--- config.mk ---
export PLATFORM = sky130hd
export DESIGN_NAME = asm
export DESIGN_NICKNAME = d
export VERILOG_FILES = /design/src/rtl/asm_pkg.sv /design/src/rtl/crc_step.sv /design/src/rtl/asm.sv
export SDC_FILE = /design/constraint.sdc
export NUM_CORES = 1
export LEC_CHECK = 0
export BUFFER_PORTS_ARGS = -buffer_cell sky130_fd_sc_hd__buf_2
export CORE_MARGIN = 2
export CORE_UTILIZATION = 49
export CTS_BUF_LIST = sky130_fd_sc_hd__clkbuf_16
export CTS_CLUSTER_DIAMETER = 60
export DETAILED_ROUTE_END_ITERATION = 10
export PLACE_DENSITY = 0.71
export RECOVER_POWER = 25
export SLEW_MARGIN = 20
export SYNTH_ARGS = -nofsm -noshare
export SYNTH_HDL_FRONTEND = slang
export SYNTH_SLANG_ARGS = --single-unit
--- constraint.sdc ---
create_clock -name clk -period 1.6 [get_ports clk]
set_clock_uncertainty 0.2 [all_clocks]
set_input_delay 0.48 -clock clk [delete_from_list [all_inputs] [get_ports clk]]
set_output_delay 0.48 -clock clk [all_outputs]
set_load 0.01 [all_outputs]
--- src/rtl/asm_pkg.sv ---
// Shared types and default sizing for the serial CRC generator.
// Latency: n/a (declarations only).
// Backpressure: n/a.
package asm_pkg;

    // Default message and remainder widths; divisor is CRC_W_DEF+1 bits.
    localparam int DATA_W_DEF = 14;
    localparam int CRC_W_DEF  = 3;

    // One division step per message bit plus one per padding zero.
    localparam int STEPS = DATA_W_DEF + CRC_W_DEF;

    // Counter must be able to represent 0..STEPS.
    localparam int CNT_W = $clog2(STEPS + 1);

    typedef enum logic [1:0] {
        IDLE  = 2'd0,
        SHIFT = 2'd1,
        DONE  = 2'd2
    } state_e;

endpackage : asm_pkg

--- src/rtl/crc_step.sv ---
// One modulo-2 long-division step: shift one bit into the remainder and
// conditionally subtract (XOR) the generator. Purely combinational, no backpressure.
// Ports: rem_i current remainder, bit_i incoming bit, poly_i generator low
//        bits (x^CRC_W term implied), rem_o next remainder.
module crc_step
    import asm_pkg::*;
#(
    parameter int CRC_W = CRC_W_DEF
) (
    input  logic [CRC_W-1:0] rem_i,
    input  logic             bit_i,
    input  logic [CRC_W-1:0] poly_i,
    output logic [CRC_W-1:0] rem_o
);

    always_comb begin
        rem_o = {rem_i[CRC_W-2:0], bit_i};
        // The bit falling out of the top is the implied x^CRC_W coefficient;
        // when set, the generator divides into the current window.
        if (rem_i[CRC_W-1]) begin
            rem_o = rem_o ^ poly_i;
        end
    end

endmodule : crc_step

--- src/rtl/asm.sv ---
// Serial CRC generator: latches message and generator on E in IDLE, divides
// one bit per clock, 17 cycles from the start edge to a new CRC (default sizes).
// No backpressure: E held high after completion is ignored until it drops.
// Ports: clk, Reset (sync, active-low), E start request, Data message (MSB
//        first), Divisor generator (MSB implied 1), CRC registered remainder.
module asm
    import asm_pkg::*;
#(
    parameter int DATA_W = DATA_W_DEF,
    parameter int CRC_W  = CRC_W_DEF
) (
    input  logic              clk,
    input  logic              Reset,
    input  logic              E,
    input  logic [DATA_W-1:0] Data,
    input  logic [CRC_W:0]    Divisor,
    output logic [CRC_W-1:0]  CRC
);

    localparam int N_STEPS  = DATA_W + CRC_W;
    localparam int CNT_BITS = $clog2(N_STEPS + 1);
    localparam logic [CNT_BITS-1:0] LAST_STEP = CNT_BITS'(N_STEPS - 1);

    state_e              state_q, state_d;
    logic [DATA_W-1:0]   msg_q,   msg_d;
    logic [CRC_W-1:0]    poly_q,  poly_d;
    logic [CRC_W-1:0]    rem_q,   rem_d;
    logic [CNT_BITS-1:0] cnt_q,   cnt_d;
    logic [CRC_W-1:0]    crc_q,   crc_d;

    logic [CRC_W-1:0]    step_rem;

    // The generator's leading term is always 1, so the supplied MSB is not used.
    logic unused_div_msb;
    assign unused_div_msb = Divisor[CRC_W];

    // The message register shifts left filling with zeros, so once the data
    // bits are exhausted its MSB naturally supplies the padding zeros.
    crc_step #(
        .CRC_W (CRC_W)
    ) u_step (
        .rem_i  (rem_q),
        .bit_i  (msg_q[DATA_W-1]),
        .poly_i (poly_q),
        .rem_o  (step_rem)
    );

    always_comb begin
        state_d = state_q;
        msg_d   = msg_q;
        poly_d  = poly_q;
        rem_d   = rem_q;
        cnt_d   = cnt_q;
        crc_d   = crc_q;

        case (state_q)
            IDLE: begin
                if (E) begin
                    msg_d   = Data;
                    poly_d  = Divisor[CRC_W-1:0];
                    rem_d   = '0;
                    cnt_d   = '0;
                    state_d = SHIFT;
                end
            end

            SHIFT: begin
                rem_d = step_rem;
                msg_d = {msg_q[DATA_W-2:0], 1'b0};
                cnt_d = cnt_q + CNT_BITS'(1);
                if (cnt_q == LAST_STEP) begin
                    // Publish the remainder in the same edge as the final step.
                    crc_d   = step_rem;
                    state_d = DONE;
                end
            end

            DONE: begin
                // Wait for E to drop so a held request cannot re-trigger.
                if (!E) begin
                    state_d = IDLE;
                end
            end

            default: begin
                state_d = IDLE;
            end
        endcase
    end

    always_ff @(posedge clk) begin
        if (!Reset) begin
            state_q <= IDLE;
            msg_q   <= '0;
            poly_q  <= '0;
            rem_q   <= '0;
            cnt_q   <= '0;
            crc_q   <= '0;
        end else begin
            state_q <= state_d;
            msg_q   <= msg_d;
            poly_q  <= poly_d;
            rem_q   <= rem_d;
            cnt_q   <= cnt_d;
            crc_q   <= crc_d;
        end
    end

    assign CRC = crc_q;

endmodule : asm

==> Word-level counts from Yosys, hierarchy flattened <==
Cells that the tools add are included.
Widths: inputs -> output; s select.
{ "word_totals": {"reg_bits": 30, "inputBits": 21, "output_inout_bits": 3, "word_cells": 31} }
{ "classes": {"add_sub_neg": 1, "n_eq_ne": 6, "mux": 11, "bitwise": 1, "reduce_logical": 6} }
{ "op_table": {"columns": ["cell", "count"], "rows": [
  ["$pmux 14 s2", 1],
  ["$mux 14", 1],
  ["$pmux 5 s2", 1],
  ["$mux 2", 3],
  ["$mux 3", 2],
  ["$ne 2x2->1 const B", 3],
  ["$pmux 2 s3", 1],
  ["$pmux 3 s2", 1],
  ["$reduce_and 2->1", 3],
  ["$add 5x1->5 const B", 1],
  ["$eq 5x5->1 const B", 1],
  ["$mux 5", 1],
  ["$reduce_and 3->1", 1],
  ["$xor 3x3->3", 1],
  ["$eq 2x1->1 const B", 1],
  ["$eq 2x2->1 const B", 1],
  ["$logic_not 2->1", 1],
  ["$reduce_bool 2->1", 1]
]} }

==> Logic depth before layout (Yosys ltp) <==
Gate-level depths: netlist of run 1.
{ "depth": {"word_depth": 3, "ltp_mapped": 5, "depth_no_buf": 5} }

==> By module <==
A second synthesis of run 1 with hierarchy kept.
{ "hier_totals": {"cells_unflattened": 152, "area_unflattened_um2": 1396.3} }
{ "by_module_without_submodules": {"columns": ["mod", "n_inst", "cells_each", "area_per_inst_um2", "seq_area_each_um2"], "rows": [
  ["asm", 1, 146, 1358.8, 600.6],
  ["crc_step", 1, 6, 37.5, 0.0]
]} }

==> Worst setup path before layout of run 1 <==
Ideal clock, no wire load.
{ "synth_path": {"kind": "input port to flip-flop", "start": "in E", "end": "reg msg_q[10]", "setup_ns": 0.117, "t_arrival_ns": 1.273, "required_ns": 1.283, "setup_slack_ns": 0.009, "path_stages": 5, "path_buffers": 2, "cell_sequence": "or3b_1 buf_2 buf_6 o221ai_2 nor2_1"} }
{ "synth_between": {"elab_chain_cells": 2} }
{ "synth_lines": {"columns": ["element", "line", "text"], "rows": [
  ["start, declared", "asm.sv:14", "input logic E,"],
  ["$ne 2x2->1 (no source line)", null, null],
  ["$reduce_and 2->1 (no source line)", null, null],
  ["end signal, assigned", "asm.sv:101", "msg_q <= msg_d;"],
  ["end, declared", "asm.sv:25", "logic [DATA_W-1:0] msg_q, msg_d;"]
]} }
No other way between the ends.
A chain may end at the register's enable or synchronous reset.

==> Worst setup path after layout of run 1 <==
{ "layout_path": {"start": "reg state_q[0]", "end": "reg msg_q[7]"} }
{ "layout_between": {"elab_chain_cells": 3, "elab_cells_between_ends": 6, "classes_between": "eq/ne: 2; mux: 1; reduce/logical: 3"} }
{ "layout_lines": {"columns": ["element", "line", "text"], "rows": [
  ["start, declared", "asm.sv:24", "state_e state_q, state_d;"],
  ["start signal, assigned", "asm.sv:100", "state_q <= state_d;"],
  ["$eq 2x1->1 / $logic_not 2->1 (equally long branches)", "asm.sv:56", "case (state_q)"],
  ["$reduce_bool 2->1 (no source line) / $ne 2x2->1 (equally long branches)", null, null],
  ["$reduce_and 2->1 (no source line)", null, null]
]} }
Several ways; a longest one is shown, not always the timed one.

==> flow_summary_export.csv, run 1 <==
group,metric,value,unit
cells_and_area,nFillCells,230,
yosys,synth_cell_types,34,
yosys,netlist_instances,158,
clock_network,clk_pin_slew,0.05,ns
global_route,grt_pass1_vias,1210,
critical_path,crit_path_start,"state_q[0]",
sta,setup_ws,0.0787,ns
cells_and_area,final_cell_mix,"dfxtp_1 (30), buf_2 (19), nor2_1 (17)",
die,io_pins,24,
global_route,grtUsageTotal,19.6,%
clock_network,clk_path_buf_depth,2,
critical_path,critPathCapture,"msg_q[7]",
critical_path,rr_endpoint,"msg_q[7]",
critical_path,cp_max_fo,7,
power_and_ir_drop,powerDensity,1100,nW/um^2
cells_and_area,final_util,63.7,%
power_and_ir_drop,total_power,1.94,mW
global_route,grt_overflow,0,
die,die_h,57.7,um
cells_and_area,finalNonFillerCells,214,
yosys,yosysSeqAreaShare,42.5,%
yosys,netlist_area,1410,um^2
critical_path,arrival,1.47,ns
power_and_ir_drop,max-vdd-ir-drop,0.932,mV
yosys,synth_edf_count,0,
critical_path,critical-path-max-stage-delay,0.40,ns
critical_path,slowest_stage,"or3b_1",
detailed_routing,drt_wl_total,2890,um
cells_and_area,nets,205,
detailed_routing,firstDrtPassIters,4,
yosys,ys_ff_latch,30,
yosys,synth_area_leaders,"dfxtp_1 (43%), o221a_2 (6.4%), nor2_1 (4.5%)",
clock_network,holdBufCountCts,0,
status,status,"finished, final reports clean",
clock_network,cts-buffers-inserted,5,
hold_path,worstHoldStart,"Divisor[2]",
critical_path,r2r_start,"state_q[0]",
place,placed_area,1590,um^2
die,core_area,2760,um^2
cells_and_area,syn2layout_area_growth,24.4,%
clock_network,cts_sinks,30,
clock_network,cts_resized,0,
yosys,yosys_warnings,0,
yosys,synthArstFlopShare,0,%
clock_network,cts_tree,"yes",
place,dp.cells,206,
cells_and_area,final_common_cell,"dfxtp_1",
die,rows,19,
sta,finalHoldViolCount,0,
detailed_routing,wl_per_cell,13.5,um
die,dieWidth,57.7,um
cells_and_area,design_area,1760,um^2
critical_path,path_cells,"or3b_1, buf_4, o221ai_1, nor2_1",
sta,setup_tns,0,ns
place,place_congestion,0.812,
sta,fmax,657,MHz
global_route,grt_max_degree,24,
critical_path,worst-r2r-setup-slack,0.08,ns
sta,slew_violations,0,
sta,hold_slack,0.260,ns
hold_path,min_path_type,"in -> reg",
critical_path,cp.required,1.55,ns
detailed_routing,drt_iter0_markers,61,
cells_and_area,layout-drive-gt1-share,27.9,%
critical_path,end_kind,"flop",
sta,finalCritPeriodShare,95.1,%
run,max_cap_violations,0,
place,dpl.hpwl,2080,um
power_and_ir_drop,p_leak,0.703,nW
sta,slew_headroom,80.1,%
detailed_routing,ant_nets,0,
die,dieArea,3330,um^2
yosys,synth_top_area_cell,"dfxtp_1",
yosys,ys.flop_type,"dfxtp_1",
clock_network,insertion_delay,0.27,ns
yosys,synth_area_per_cell,8.94,um^2
global_route,antenna_found_initial,0,
global_route,grt_pass1_wl,5100,um
sta,tightest_slew,0.297,ns
detailed_routing,drc,0,
clock_network,post-cts-setup-buffers,0,
die,start_util,51.2,%
critical_path,criticalPathCategory,"reg -> reg",
critical_path,start_kind,"flop",
clock_network,clockRootBuffer,"clkbuf_16",
sta,setup_viol,0,
detailed_routing,vias_per_cell,5.65,
critical_path,r2r_cells,4,
yosys,yosysTopAreaCellShare,42.5,%
yosys,synth_nets,181,
clock_network,h-tree-depth,2,
cells_and_area,diodes,0,
place,io_buffers,22,
sta,fin_crit,1.52,ns
place,dp_worst_setup_slack,-0.0623,ns
detailed_routing,vias,1210,
## final cells by class
cell class	count	area [um^2]	share of cell area, %
clock buffers	5	125	7.12
clock inverters	3	16.3	0.926
inverters	4	15.0	0.855
multi-input cells	110	764	43.5
flip-flops and latches	30	601	34.2
well taps	31	38.8	2.21
repair buffers	31	196	11.2
## report_power, final
group	total [mW]	switching (mW)	internal (mW)
combinational	0.238	0.118	0.120
sequential	0.829	0.0322	0.796
clock	0.873	0.308	0.565
total	1.94	0.458	1.48
## kinds of logic after synthesis
kind of cell | Yosys count | synth area share [%]
muxes | 3 | 2.13
xor gates and xnor gates | 3 | 1.86
buffers and inverters | 18 | 5.93
AOI/OAI and AO/OA | 41 | 23.0
DFF | 30 | 42.5
and+or+nand+nor | 61 | 22.8
adders and majority gates | 2 | 1.77
## sequential cells by signal, summed over array words and instances (netlist names)
| signal | cells |
|---|---|
| rem_q | 3 |
| cnt_q | 5 |
| msg_q | 14 |
| state_q | 2 |
| CRC | 3 |
| poly_q | 3 |
## cell usage after synthesis (all sizes together), types with 2 or more instances
| library cell | n |
|---|---|
| xor2 | 3 |
| nor2 | 17 |
| buf | 7 |
| o21ai | 7 |
| inv | 4 |
| dfxtp | 30 |
| a21oi | 9 |
| a21boi | 5 |
| and2 | 3 |
| ha | 2 |
| nand3 | 5 |
| nor2b | 7 |
| nand2 | 14 |
| nand2b | 3 |
| clkbuf | 7 |
| mux2i | 3 |
| o221ai | 5 |
| o221a | 8 |
| nor3b | 2 |
| o211ai | 4 |
| nand4 | 4 |
## per-layer routing
metal / global-route usage [%] / up-vias / routed length [um]
li1: - / 613 / -
met1: 24.5 / 577 / 1330
met2: 33.3 / 15 / 1410
met3: 4.46 / 5 / 108
met4: 6.98 / 0 / 38
met5: 0 / - / 0
## critical path, delay by kind of cell (launching register included)
| kind | cells | cell delay (ns) |
|---|---|---|
| and+or+nand+nor | 2 | 0.47 |
| DFF | 1 | 0.37 |
| AOI/OAI and AO/OA | 1 | 0.19 |
| buffers and inverters | 1 | 0.18 |
## worst min-delay path by stage
stage / slack (ns) / cells after the start / endpoint
after global routing: 0.28 / 3 / poly_q[1]
after detailed placement: 0.27 / 2 / poly_q[0]
after CTS: 0.26 / 3 / poly_q[2]
after global placement: 0.25 / 2 / poly_q[1]
after floorplan: 0.24 / 2 / msg_q[6]
final: 0.26 / 3 / poly_q[2]
(Power assumes the default switching activity.)
==> run 2: changes to the inputs <==
- CORE_MARGIN: 2 -> 1.5
==> run 2 against run 1 <==
Effect of this change: clock-buffer cell count is the same; sequential share of layout area is 0.77 points higher; non-clock buffer count rose by 4; die area fell by 3.4%; flip-flop and latch count unchanged; wire length increased by 5.8%; first-iteration DRC count shrank 64%; via count up 0.99%; cell area shrank 2.0%.
==> flow_summary_export.csv, run 2 (synthesis results as in run 1) <==
group,metric,value,unit
detailed_routing,vias,1222,
power_and_ir_drop,powerDensity,1100,nW/um^2
hold_path,min_path_type,"in -> reg",
critical_path,cp.required,1.55,ns
critical_path,worstPathBufferInverterCount,1,
place,dpl.hpwl,2170,um
cells_and_area,nets,209,
cells_and_area,syn2layout_area_growth,21.9,%
clock_network,insertion_delay,0.27,ns
detailed_routing,wl_per_cell,14.2,um
place,placed_area,1590,um^2
cells_and_area,largest_registers,"msg_q (14), cnt_q (5)",
clock_network,clk_pin_slew,0.05,ns
cells_and_area,finalNonFillerCells,216,
detailed_routing,drt_wl_total,3060,um
sta,finalHoldViolCount,0,
global_route,grt_max_degree,16,
clock_network,h-tree-depth,2,
cells_and_area,design_area,1720,um^2
critical_path,r2r_cells,4,
place,io_buffers,22,
global_route,grtUsageTotal,21.3,%
die,core_area,2730,um^2
clock_network,cts_sinks,30,
critical_path,worst-r2r-setup-slack,0.10,ns
cells_and_area,layout-drive-gt1-share,28.6,%
clock_network,holdBufCountCts,0,
clock_network,clockRootBuffer,"clkbuf_16",
cells_and_area,final_util,63.0,%
detailed_routing,firstDrtPassIters,4,
sta,slew_violations,0,
clock_network,clk_path_buf_depth,2,
global_route,grt_overflow,0,
global_route,top_usage_layer,"met2",
critical_path,critical-path-max-stage-delay,0.37,ns
cells_and_area,regMostFlops,"msg_q",
sta,fmax,668,MHz
cells_and_area,diodes,0,
global_route,grt_pass1_wl,5240,um
global_route,grt.met3_usage,6.91,%
sta,setup_viol,0,
critical_path,r2r_start,"state_q[1]",
place,place_congestion,0.819,
critical_path,path_cells,"or3b_1, buf_4, o221ai_1, nor2_1",
power_and_ir_drop,p_leak,0.710,nW
global_route,grt_pass1_vias,1181,
die,dieWidth,56.7,um
global_route,antenna_found_initial,0,
detailed_routing,vias_per_cell,5.66,
detailed_routing,drt_iter0_markers,22,
cells_and_area,nFillCells,241,
cells_and_area,final_cell_mix,"dfxtp_1 (29), buf_2 (20), nor2_1 (17)",
sta,slew_headroom,79.0,%
sta,finalCritPeriodShare,93.5,%
die,io_pins,24,
sta,setup_tns,0,ns
hold_path,worstHoldStart,"Divisor[1]",
sta,fin_crit,1.50,ns
global_route,use_met1,24.1,%
detailed_routing,ant_nets,0,
place,dp.cells,210,
critical_path,arrival,1.45,ns
critical_path,end_kind,"flop",
cells_and_area,largest_register_ff_count,14,
hold_path,worstHoldPathCells,3,
die,rows,19,
clock_network,cts_tree,"yes",
die,start_util,51.7,%
clock_network,cts-buffers-inserted,5,
sta,rsz0062_at_grt,"false",
critical_path,rr_endpoint,"msg_q[6]",
die,die_h,56.7,um
sta,tightest_slew,0.314,ns
critical_path,criticalPathCategory,"reg -> reg",
die,dieArea,3210,um^2
detailed_routing,drc,0,
critical_path,cp_max_fo,15,
status,status,"finished, final reports clean",
hold_path,whs_endpoint,"poly_q[1]",
power_and_ir_drop,max-vdd-ir-drop,0.945,mV
critical_path,start_kind,"flop",
critical_path,slowest_stage,"or3b_1",
cells_and_area,final_common_cell,"dfxtp_1",
global_route,grtUsageMet2,36.7,%
sta,hold_slack,0.257,ns
critical_path,critPathTopFamily,"simple AND/OR/NAND/NOR gates",
run,max_cap_violations,0,
-- run 2: cell count changes in the layout (fill, tap and decap cells not counted), sizes merged --
cell      previous run  this run
clkinvlp             1         0
clkinv               2         1
clkbuf               9         8
buf                 27        32
-- run 2: cell type report --
cell class	count	area (um^2)	share of cell area, %
clock buffer	5	125	7.27
timing repair buffer	35	203	11.8
multi-input combinational	110	734	42.7
clock inverter	1	3.75	0.218
tap	31	38.8	2.25
sequential	30	602	35.0
inverter	4	15.0	0.872
-- run 2: routing by layer --
layer	share of wire, %	up-vias
met5	0	-
met4	1.1	0
met3	4.4	4
met2	50	28
met1	45	575
li1	-	615
-- run 2: power by group --
group	internal (mW)	switching, mW
clock network	0.548	0.279
registers	0.797	0.0314
logic	0.117	0.120
-- run 2: how the worst max path moves through the flow --
stage               startpoint   endpoint  slack [ns]  cells past startpoint
finish              state_q[1]   msg_q[6]        0.10                      4
global placement             E   msg_q[6]       -0.08                      5
detailed placement           E   msg_q[7]       -0.13                      5
global route        state_q[1]   msg_q[7]        0.03                      4
CTS                   cnt_q[0]     CRC[1]        0.04                      5
floorplan                    E  msg_q[10]       0.009                      5
-- run 2: stage by stage --
| step | power (mW) | worst slack (ns) |
|---|---|---|
| after floorplan | 0.999 | 0.00922 |
| after detailed placement | 1.08 | -0.133 |
| final | 1.89 | 0.103 |
| after global routing | 1.97 | 0.0300 |
| after global placement | 1.07 | -0.0823 |
| after CTS | 1.91 | 0.0387 |
-- run 2: worst register-to-register path, stage by stage, from the launching register on --
cell and delay, ns:
dfxtp_2 0.34, or3b_1 0.37, buf_4 0.20, o221ai_1 0.20
nor2_1 0.07
-- run 2: repair_timing --
item / CTS / global route
setup buffers: 0 / 0
endpoints found under the setup margin: 0 / 6
resized for setup: 0 / 2
